===== src/rtl/alu_ctrl_pkg.sv =====
// -----------------------------------------------------------------------------
// alu_ctrl_pkg
// Shared encodings for the ALU control sequencer:
//   - ALUOp field encodings (load/store, branch, R-format, I-format)
//   - opcode / funct constants for the legal decode tuples
//   - 4-bit ALU control codes (zero-extended to CTRL_W by the decoder)
//   - FSM state encoding (state_t), also exposed on the debug port
// Optional feature macro: ALU_CTRL_MUL_EN (multi-cycle MUL decode).
// -----------------------------------------------------------------------------
package alu_ctrl_pkg;

  // ALUOp encodings
  localparam logic [1:0] ALU_OP_LS = 2'b00;
  localparam logic [1:0] ALU_OP_BR = 2'b01;
  localparam logic [1:0] ALU_OP_R  = 2'b10;
  localparam logic [1:0] ALU_OP_I  = 2'b11;

  // R-format opcodes (low four bits)
  localparam logic [3:0] OPC_LOGIC = 4'b0000;
  localparam logic [3:0] OPC_ARITH = 4'b0001;
  localparam logic [3:0] OPC_SHIFT = 4'b0010;
  localparam logic [3:0] OPC_MUL   = 4'b0011;

  // I-format opcodes (low four bits)
  localparam logic [3:0] OPC_ADDI = 4'b1001;
  localparam logic [3:0] OPC_SUBI = 4'b1010;
  localparam logic [3:0] OPC_SLTI = 4'b1011;

  // R-format funct values (low two bits)
  localparam logic [1:0] FN_0 = 2'b00;
  localparam logic [1:0] FN_1 = 2'b01;
  localparam logic [1:0] FN_2 = 2'b10;

  // ALU control codes
  localparam logic [3:0] CTRL_NONE = 4'b0000;
  localparam logic [3:0] CTRL_AND  = 4'b0000;
  localparam logic [3:0] CTRL_OR   = 4'b0010;
  localparam logic [3:0] CTRL_XOR  = 4'b0011;
  localparam logic [3:0] CTRL_ADD  = 4'b0100;
  localparam logic [3:0] CTRL_SUB  = 4'b1100;
  localparam logic [3:0] CTRL_SLL  = 4'b0110;
  localparam logic [3:0] CTRL_SRA  = 4'b0111;
  localparam logic [3:0] CTRL_SLT  = 4'b0001;
  localparam logic [3:0] CTRL_MUL  = 4'b1000;

  // Sequencer FSM states
  typedef enum logic [1:0] {
    ST_IDLE  = 2'd0,
    ST_MULTI = 2'd1,
    ST_VALID = 2'd2
  } state_t;

endpackage


===== src/rtl/alu_ctrl_seq_if.sv =====
// -----------------------------------------------------------------------------
// alu_ctrl_seq_if
// Request/result bundle of the ALU control sequencer.
//   request : in_valid, in_ready, alu_op, opcode, funct
//   result  : out_valid, out_ready, alu_ctrl, illegal
//   status  : busy
// Handshake rule (both channels): a transfer happens on a rising clock edge
// where valid and ready are both 1. A source keeps valid and its payload
// stable until that edge; ready may depend combinationally on the sink's
// state and on the downstream ready, never on the source's valid.
// Modports: master = request producer / result consumer, slave = sequencer.
// -----------------------------------------------------------------------------
interface alu_ctrl_seq_if #(
  parameter int OP_W    = 4,
  parameter int FUNCT_W = 2,
  parameter int CTRL_W  = 4
);
  logic               in_valid;
  logic               in_ready;
  logic [1:0]         alu_op;
  logic [OP_W-1:0]    opcode;
  logic [FUNCT_W-1:0] funct;
  logic               out_valid;
  logic               out_ready;
  logic [CTRL_W-1:0]  alu_ctrl;
  logic               illegal;
  logic               busy;

  modport master (
    output in_valid, alu_op, opcode, funct, out_ready,
    input  in_ready, out_valid, alu_ctrl, illegal, busy
  );

  modport slave (
    input  in_valid, alu_op, opcode, funct, out_ready,
    output in_ready, out_valid, alu_ctrl, illegal, busy
  );
endinterface


===== src/rtl/alu_ctrl_decode.sv =====
// -----------------------------------------------------------------------------
// alu_ctrl_decode
// Purely combinational decode of an (alu_op, opcode, funct) tuple.
// Ports:
//   alu_op   in  2        ALUOp class
//   opcode   in  OP_W     instruction opcode (bits above 3 must be zero)
//   funct    in  FUNCT_W  R-format funct (bits above 1 must be zero)
//   code     out CTRL_W   ALU control code, zero-extended; 0 when illegal
//   illegal  out 1        tuple matches no legal encoding
//   is_multi out 1        tuple is the multi-cycle MUL
// Optional feature macro: ALU_CTRL_MUL_EN (adds MUL decode).
// -----------------------------------------------------------------------------
module alu_ctrl_decode
  import alu_ctrl_pkg::*;
#(
  parameter int OP_W    = 4,
  parameter int FUNCT_W = 2,
  parameter int CTRL_W  = 4
) (
  input  logic [1:0]         alu_op,
  input  logic [OP_W-1:0]    opcode,
  input  logic [FUNCT_W-1:0] funct,
  output logic [CTRL_W-1:0]  code,
  output logic               illegal,
  output logic               is_multi
);

  logic       op_hi_zero;
  logic       fn_hi_zero;
  logic [3:0] opc4;
  logic [1:0] fn2;
  logic [3:0] code4;
  logic       hit;

  // Shifts avoid empty slices when the widths sit at their minimum.
  assign op_hi_zero = ((opcode >> 4) == '0);
  assign fn_hi_zero = ((funct >> 2) == '0);
  assign opc4       = opcode[3:0];
  assign fn2        = funct[1:0];

  always_comb begin
    code4    = CTRL_NONE;
    hit      = 1'b0;
    is_multi = 1'b0;
    case (alu_op)
      ALU_OP_LS: begin
        code4 = CTRL_ADD;
        hit   = 1'b1;
      end
      ALU_OP_BR: begin
        code4 = CTRL_SUB;
        hit   = 1'b1;
      end
      ALU_OP_R: begin
        if (op_hi_zero && fn_hi_zero) begin
          hit = 1'b1;
          case ({opc4, fn2})
            {OPC_LOGIC, FN_0}: code4 = CTRL_AND;
            {OPC_LOGIC, FN_1}: code4 = CTRL_OR;
            {OPC_LOGIC, FN_2}: code4 = CTRL_XOR;
            {OPC_ARITH, FN_0}: code4 = CTRL_ADD;
            {OPC_ARITH, FN_1}: code4 = CTRL_SUB;
            {OPC_SHIFT, FN_0}: code4 = CTRL_SLL;
            {OPC_SHIFT, FN_1}: code4 = CTRL_SRA;
`ifdef ALU_CTRL_MUL_EN
            {OPC_MUL, FN_0}: begin
              code4    = CTRL_MUL;
              is_multi = 1'b1;
            end
`endif
            default: hit = 1'b0;
          endcase
        end
      end
      default: begin // ALU_OP_I: funct is don't-care
        if (op_hi_zero) begin
          hit = 1'b1;
          case (opc4)
            OPC_ADDI: code4 = CTRL_ADD;
            OPC_SUBI: code4 = CTRL_SUB;
            OPC_SLTI: code4 = CTRL_SLT;
            default:  hit   = 1'b0;
          endcase
        end
      end
    endcase
  end

  // A miss always drives zero, so nothing stale can leak through.
  assign code    = hit ? CTRL_W'(code4) : '0;
  assign illegal = ~hit;

endmodule


===== src/rtl/alu_ctrl_seq.sv =====
// -----------------------------------------------------------------------------
// alu_ctrl_seq
// Registered ALU control decoder with a valid/ready request and result
// channel. Single-cycle ops produce a result one cycle after acceptance and
// can stream back-to-back; the optional MUL holds the block busy for
// MUL_LAT-1 cycles and presents its result MUL_LAT cycles after acceptance.
// Ports:
//   clk        in   clock, rising edge
//   reset      in   synchronous active-high reset
//   bus        slave modport of alu_ctrl_seq_if (request/result/busy)
//   dbg_state  out  current FSM state
// Optional feature macro: ALU_CTRL_MUL_EN (MUL decode, MULTI state, counter).
// -----------------------------------------------------------------------------
module alu_ctrl_seq
  import alu_ctrl_pkg::*;
#(
  parameter int OP_W    = 4,
  parameter int FUNCT_W = 2,
  parameter int CTRL_W  = 4,
  parameter int MUL_LAT = 4
) (
  input  logic           clk,
  input  logic           reset,
  alu_ctrl_seq_if.slave  bus,
  output state_t         dbg_state
);

  state_t            state_q, state_d;
  logic              out_valid_q, out_valid_d;
  logic [CTRL_W-1:0] alu_ctrl_q, alu_ctrl_d;
  logic              illegal_q, illegal_d;
  logic              in_ready;
  logic              accept;

  logic [CTRL_W-1:0] dec_code;
  logic              dec_illegal;
  logic              dec_is_multi;

`ifdef ALU_CTRL_MUL_EN
  localparam int CNT_W = (MUL_LAT > 2) ? $clog2(MUL_LAT - 1) : 1;
  localparam logic [CNT_W-1:0] CNT_LOAD = CNT_W'(MUL_LAT - 2);

  logic [CNT_W-1:0] cnt_q, cnt_d;
  logic             busy_q, busy_d;
`else
  logic mul_unused;
  assign mul_unused = dec_is_multi | (MUL_LAT < 2);
`endif

  alu_ctrl_decode #(
    .OP_W   (OP_W),
    .FUNCT_W(FUNCT_W),
    .CTRL_W (CTRL_W)
  ) u_decode (
    .alu_op  (bus.alu_op),
    .opcode  (bus.opcode),
    .funct   (bus.funct),
    .code    (dec_code),
    .illegal (dec_illegal),
    .is_multi(dec_is_multi)
  );

  // Ready in VALID only when the pending result leaves on the same edge.
  assign in_ready = (state_q == ST_IDLE) ||
                    ((state_q == ST_VALID) && bus.out_ready);
  assign accept   = bus.in_valid && in_ready;

  always_comb begin
    state_d     = state_q;
    out_valid_d = out_valid_q;
    alu_ctrl_d  = alu_ctrl_q;
    illegal_d   = illegal_q;
`ifdef ALU_CTRL_MUL_EN
    cnt_d       = cnt_q;
    busy_d      = busy_q;
`endif
    case (state_q)
      ST_IDLE, ST_VALID: begin
        if (accept) begin
          alu_ctrl_d  = dec_code;
          illegal_d   = dec_illegal;
          state_d     = ST_VALID;
          out_valid_d = 1'b1;
`ifdef ALU_CTRL_MUL_EN
          if (dec_is_multi) begin
            state_d     = ST_MULTI;
            out_valid_d = 1'b0;
            busy_d      = 1'b1;
            cnt_d       = CNT_LOAD;
          end
`endif
        end else if ((state_q == ST_VALID) && bus.out_ready) begin
          state_d     = ST_IDLE;
          out_valid_d = 1'b0;
        end
      end
`ifdef ALU_CTRL_MUL_EN
      ST_MULTI: begin
        if (cnt_q == '0) begin
          state_d     = ST_VALID;
          out_valid_d = 1'b1;
          busy_d      = 1'b0;
        end else begin
          cnt_d = cnt_q - CNT_W'(1);
        end
      end
`endif
      default: state_d = ST_IDLE;
    endcase
  end

  always_ff @(posedge clk) begin
    if (reset) begin
      state_q     <= ST_IDLE;
      out_valid_q <= 1'b0;
      alu_ctrl_q  <= '0;
      illegal_q   <= 1'b0;
`ifdef ALU_CTRL_MUL_EN
      cnt_q       <= '0;
      busy_q      <= 1'b0;
`endif
    end else begin
      state_q     <= state_d;
      out_valid_q <= out_valid_d;
      alu_ctrl_q  <= alu_ctrl_d;
      illegal_q   <= illegal_d;
`ifdef ALU_CTRL_MUL_EN
      cnt_q       <= cnt_d;
      busy_q      <= busy_d;
`endif
    end
  end

  assign bus.in_ready  = in_ready;
  assign bus.out_valid = out_valid_q;
  assign bus.alu_ctrl  = alu_ctrl_q;
  assign bus.illegal   = illegal_q;
`ifdef ALU_CTRL_MUL_EN
  assign bus.busy      = busy_q;
`else
  assign bus.busy      = 1'b0;
`endif
  assign dbg_state     = state_q;

endmodule

===== src/flat_wrapper.sv =====
// flat-port wrapper written by rule: the top's interface ports become plain ports
module alu_ctrl_seq_flat import alu_ctrl_pkg::*;
#(
  parameter int OP_W    = 4,
  parameter int FUNCT_W = 2,
  parameter int CTRL_W  = 4,
  parameter int MUL_LAT = 4
)
  (clk, reset, dbg_state, bus_in_valid, bus_alu_op, bus_opcode, bus_funct, bus_out_ready, bus_in_ready, bus_out_valid, bus_alu_ctrl, bus_illegal, bus_busy);
  alu_ctrl_seq_if #(.OP_W(OP_W), .FUNCT_W(FUNCT_W), .CTRL_W(CTRL_W)) bus_i ();
  input  logic clk;
  input  logic reset;
  output state_t dbg_state;
  input wire logic [$bits(bus_i.in_valid)-1:0] bus_in_valid;
  input wire logic [$bits(bus_i.alu_op)-1:0] bus_alu_op;
  input wire logic [$bits(bus_i.opcode)-1:0] bus_opcode;
  input wire logic [$bits(bus_i.funct)-1:0] bus_funct;
  input wire logic [$bits(bus_i.out_ready)-1:0] bus_out_ready;
  output wire logic [$bits(bus_i.in_ready)-1:0] bus_in_ready;
  output wire logic [$bits(bus_i.out_valid)-1:0] bus_out_valid;
  output wire logic [$bits(bus_i.alu_ctrl)-1:0] bus_alu_ctrl;
  output wire logic [$bits(bus_i.illegal)-1:0] bus_illegal;
  output wire logic [$bits(bus_i.busy)-1:0] bus_busy;
  assign bus_i.in_valid = bus_in_valid;
  assign bus_i.alu_op = bus_alu_op;
  assign bus_i.opcode = bus_opcode;
  assign bus_i.funct = bus_funct;
  assign bus_i.out_ready = bus_out_ready;
  assign bus_in_ready = bus_i.in_ready;
  assign bus_out_valid = bus_i.out_valid;
  assign bus_alu_ctrl = bus_i.alu_ctrl;
  assign bus_illegal = bus_i.illegal;
  assign bus_busy = bus_i.busy;
  alu_ctrl_seq #(.OP_W(OP_W), .FUNCT_W(FUNCT_W), .CTRL_W(CTRL_W), .MUL_LAT(MUL_LAT)) u_core (.clk(clk), .reset(reset), .bus(bus_i), .dbg_state(dbg_state));
endmodule

===== config.mk =====
export PLATFORM = sky130hd
export DESIGN_NAME = alu_ctrl_seq_flat
export DESIGN_NICKNAME = d
export VERILOG_FILES = /design/src/rtl/alu_ctrl_pkg.sv /design/src/rtl/alu_ctrl_seq_if.sv /design/src/rtl/alu_ctrl_decode.sv /design/src/rtl/alu_ctrl_seq.sv /design/src/flat_wrapper.sv
export SDC_FILE = /design/constraint.sdc
export NUM_CORES = 1
export LEC_CHECK = 0
export ABC_AREA = 1
export CAP_MARGIN = 10
export CORE_MARGIN = 3
export CORE_UTILIZATION = 39
export CTS_BUF_LIST = sky130_fd_sc_hd__clkbuf_2
export CTS_CLUSTER_SIZE = 14
export DETAILED_ROUTE_END_ITERATION = 12
export PLACE_DENSITY_LB_ADDON = 0.05
export SETUP_SLACK_MARGIN = 0.1
export SLEW_MARGIN = 25
export SYNTH_ARGS = -nofsm -noshare
export SYNTH_HDL_FRONTEND = slang
export SYNTH_HIERARCHICAL = 1
export SYNTH_SLANG_ARGS = --single-unit

===== constraint.sdc =====
create_clock -name clk -period 1.1 [get_ports clk]
set_input_delay 0.275 -clock clk [delete_from_list [all_inputs] [get_ports clk]]
set_output_delay 0.275 -clock clk [all_outputs]
set_load 0.01 [all_outputs]

Word level (Yosys, flattened, before mapping)
Index checks and enable logic that the tools add are counted.
- register bits: 7
- latch bits: 0
- RAM bits: 0
- memory bits (read-only): 0
- memories kept: 0
- $add $sub $neg: 0
- multiply operators: 0
- div/mod/pow operators: 0
- order comparisons: 0
- equal/unequal tests: 11
- shift-type cells: 0
- muxes and demuxes: 11
- bitwise logic cells: 2
- reduce and logical (&&, ||, !) cells: 14
- operator list (kind ; number):
    one-hot mux 4 bit (3 select lines) ; 2
    one-hot mux 4 bit (6 select lines) ; 1
    == test 4 bit (second input constant) ; 3
    == test 6 x 3 -> 1 bit (second input constant) ; 2
    == test 6 x 4 -> 1 bit (second input constant) ; 2
    OR reduction 7 bit ; 1
    == test 6 x 1 -> 1 bit (second input constant) ; 1
    == test 6 x 2 -> 1 bit (second input constant) ; 1
    logical NOT 6 bit ; 1
    OR reduction 2 bit ; 3
    logical NOT 2 bit ; 2
    2-to-1 mux 1 bit ; 4
    2-to-1 mux 2 bit ; 2
    2-to-1 mux 4 bit ; 1
    AND reduction 2 bit ; 2
    OR reduction 3 bit ; 1
    == test 2 x 1 -> 1 bit (second input constant) ; 1
    == test 2 bit (second input constant) ; 1
    logical AND 1 bit ; 2
    inverter 1 bit ; 2
    one-hot mux 1 bit (2 select lines) ; 1
    nonzero test 2 bit ; 1
    logical OR 1 bit ; 1

Depth between registers and ports, before layout
- depth after elaboration: 5
- mapped depth: 12
- gate-level depth less buffers: 12

Cells and area by module
The synthesis kept the hierarchy.
- modules (own cells, without submodules) (module ; instances ; cells an instance ; area an instance (µm²)):
    alu_ctrl_seq ; 1 ; 42 ; 315.3
    alu_ctrl_decode ; 1 ; 46 ; 215.2

Worst setup path after synthesis
No wires, ideal clock.
- path type: input to register
- from: input port bus_opcode[2]
- to: register u_core.illegal_q, in the netlist u_core/bus.illegal
- setup time: 115 ps
- arrival: 1006 ps
- required time: 985 ps
- path slack: -21 ps
- cell stages on the path: 12
- buffers on the path: 0
- path through: nor2_2 inv_2 nor2_2 nand2_1 nand2_1 nand2_1 nand2_1 nor2_2 inv_1 nand3_2 nand2_1 nor2_1
- cells in the longest elaborated chain, start to end: 5
- elaborated cells on any way between the ends: 16
- RTL lines (what ; line ; RTL):
    start: declaration ; flat_wrapper.sv:16 ; input wire logic [$bits(bus_i.opcode)-1:0] bus_opcode;
    == test 6 x 4 -> 1 bit (tied with other cells) ; alu_ctrl_decode.sv:57 ; case ({opc4, fn2})
    OR reduction 7 bit (no source line) / OR reduction 3 bit (equally long branches) ; - ;
    2-to-1 mux 1 bit (on tied branches) ; alu_ctrl_decode.sv:57, alu_ctrl_decode.sv:78 ;
    one-hot mux 1 bit (2 select lines) (*) ; alu_ctrl_decode.sv:45 ; case (alu_op)
    inverter 1 bit (*) ; alu_ctrl_decode.sv:91 ; assign illegal = ~hit;
    via u_core.dec_illegal ; alu_ctrl_seq.sv:36 ; logic dec_illegal;
    end signal: assignment ; alu_ctrl_seq.sv:126 ; illegal_q <= illegal_d;
    end: declaration ; alu_ctrl_seq.sv:31 ; logic illegal_q, illegal_d;
The timed path passes the listed nets; every way through them passes the cells marked *.
A chain may end at the register's enable or synchronous reset.

==> run_results.csv <==
group,metric,value,unit
critical_path,worstPathRequired,820,ps
power_and_ir_drop,ir_drop,0.5280,mV
power_and_ir_drop,p_total,609.4,uW
worst_hold_path,holdPathStages,2,
layout,instances_no_fill,126,
critical_path,worstSetupPathType,"flip-flop to output pin",
clocking,htree_levels,1,
placed_design,portBuffers,19,
grt,grt_antenna_before_repair,0,
placed_design,gp_congestion,0.8746,
timing,fin_crit_sh,0.9327,
critical_path,rr_endpoint,"u_core/bus.alu_ctrl[2]$_SDFFE_PP0P_",
grt,grt_overflow_total,0,
clocking,cts_made_buffers,3,
layout,drive_gt1_frac,0.4286,
critical_path,start_kind,"flip-flop",
timing,max_freq,0.9747,GHz
critical_path,critPathLaunch,"u_core/bus.out_valid$_SDFFE_PP0P_",
worst_hold_path,min_from,"u_core/bus.alu_ctrl[1]$_SDFFE_PP0P_",
critical_path,rr_startpoint,"u_core/bus.out_valid$_SDFFE_PP0P_",
timing,fin_crit,1026,ps
timing,hold_viol_final,0,
placed_design,dpl_cell_area,733.2,um2
layout,nets,126,
floorplanning,design.die.area,1805,um2
run_status,status,"finished, final reports clean",
clocking,clock_sinks,6,
critical_path,arrival,750,ps
critical_path,endpoint,"bus_in_ready",
layout,diodes,0,
grt,grt_pass1_vias,491,
floorplanning,initial_core_util,0.4434,
clocking,clock_path_buffers,2,
floorplanning,die_w,42.49,um
placed_design,dp_hpwl,903.7,um
route,detailroute.via_count,597,
critical_path,rrSetupSlack,80,ps
clocking,hold_buffers,0,
critical_path,rr_worst_depth,5,
clocking,cts_tree,"done",
grt,grt_pass1_wl,2.035,mm
floorplanning,ios,22,
critical_path,crit_chain,"nand2_2 > buf_6",
clocking,clkTransAtPathRegs,60,ps
synth,postSynthCellCount,86,
floorplanning,fp.dieH,42.49,um
route,drtIter0Drc,15,
layout,stdcell_area,757.0,um2
critical_path,slowest_delay,360,ps
route,drt_wl_total,1.221,mm
power_and_ir_drop,powerDensity,805.0,nW/um2
timing,setup_viol,0,
synth,netlist_area,519.2,um2
timing,slew_violations,0,
route,route.detailed.drc,0,
clocking,clock_latency,210,ps
critical_path,crit_path_end_kind,"output pin",
timing,rsz0062_at_grt,"yes",
synth,syn_area_per_cell,6.038,um2
layout,fillers,123,
layout,post-route-util,0.6464,
layout,multi_input_area,310.3,um2
placed_design,dp.cells,121,
route,vias_per_cell,4.738,
synth,synth_warnings,6,
route,firstDrtPassIters,4,
floorplanning,rows,12,
clocking,cts-root-buf,"clkbuf_2",
worst_hold_path,hold_class,"flip-flop to flip-flop",
route,ant_nets,0,
power_and_ir_drop,p_leak,0.0004199,uW
grt,grtUsageTotal,0.1432,
grt,grt_max_degree,12,
timing,hold_ws,461.3,ps
critical_path,critPathMaxFanout,3,
layout,area_delta_synth_final,45.78,%
timing,fin_skew,0.2628,ps
critical_path,critical_path.slowest_cell,"dfxtp_2",
route,wl_per_cell,9.690,um
floorplanning,core,1171,um2
layout,final-seq-area,123.9,um2
run,cap_viol_max_count,0,
## cell usage in the layout, fill, tap and decap left out, types with 4 or more instances in the layout
| master | instances |
|---|---|
| a21oi_1 | 7 |
| buf_6 | 5 |
| nand3_1 | 4 |
| clkbuf_2 | 4 |
| buf_2 | 7 |
| nand2_1 | 21 |
| inv_2 | 6 |
| buf_4 | 7 |
| nor2_1 | 6 |
| inv_1 | 12 |
## what timing repair did
action / in CTS / in global routing
pin swaps: 10 / 9
endpoints found under the setup margin: 13 / 8
resized for setup: 73 / 9
buffers inserted: 2 / 0
## state kept, by name (all words and copies together), names as in the netlist
name and cells:
u_core/bus.out_valid 1, u_core/bus.alu_ctrl 4, u_core/bus.illegal 1
## cell type report
cell class              instances  area share
clock buffers                   3     0.01983
inverters                      18     0.08926
flip-flops and latches          6      0.1636
multi-input cells              58      0.4099
well taps                      14     0.02314
repair buffers                 27      0.2942
## routing by layer
| layer | GRT usage | wire, um | vias to the layer above |
|---|---|---|---|
| met5 | 0 | 0 | - |
| met4 | 0.01863 | 0 | 0 |
| met3 | 0.05579 | 80 | 0 |
| met2 | 0.2280 | 590 | 23 |
| met1 | 0.1862 | 550 | 258 |
| li1 | - | - | 316 |
## where the power goes
| part | switching, uW | internal, uW |
|---|---|---|
| combinational | 111 | 104 |
| sequential | 9.15 | 235 |
| clock | 77.0 | 74.0 |
| total | 197 | 412 |
## critical path: cells and delay by family (launching register included)
| family | cells | cell delay (ps) |
|---|---|---|
| buf+inv | 1 | 120 |
| flops | 1 | 360 |
| simple gates | 1 | 60 |
## stage by stage
stage / worst slack (ps) / setup TNS (ps)
after floorplan: 18.11 / 0
after global placement: -572.3 / -3374
after detailed placement: -575.3 / -3586
after CTS: 62.28 / 0
after global routing: -37.39 / -74.69
final: 74.05 / 0
## how the worst min path moves through the flow
| stage | end | slack, ps |
|---|---|---|
| after floorplan | u_core/bus.out_valid$_SDFFE_PP0P_ | 340 |
| after global placement | u_core/bus.alu_ctrl[1]$_SDFFE_PP0P_ | 470 |
| after detailed placement | u_core/bus.alu_ctrl[0]$_SDFFE_PP0P_ | 470 |
| after CTS | u_core/bus.illegal$_SDFFE_PP0P_ | 480 |
| after global routing | u_core/bus.alu_ctrl[0]$_SDFFE_PP0P_ | 510 |
| final | u_core/bus.alu_ctrl[1]$_SDFFE_PP0P_ | 460 |
No activity file was read; power rests on OpenSTA's default activity.
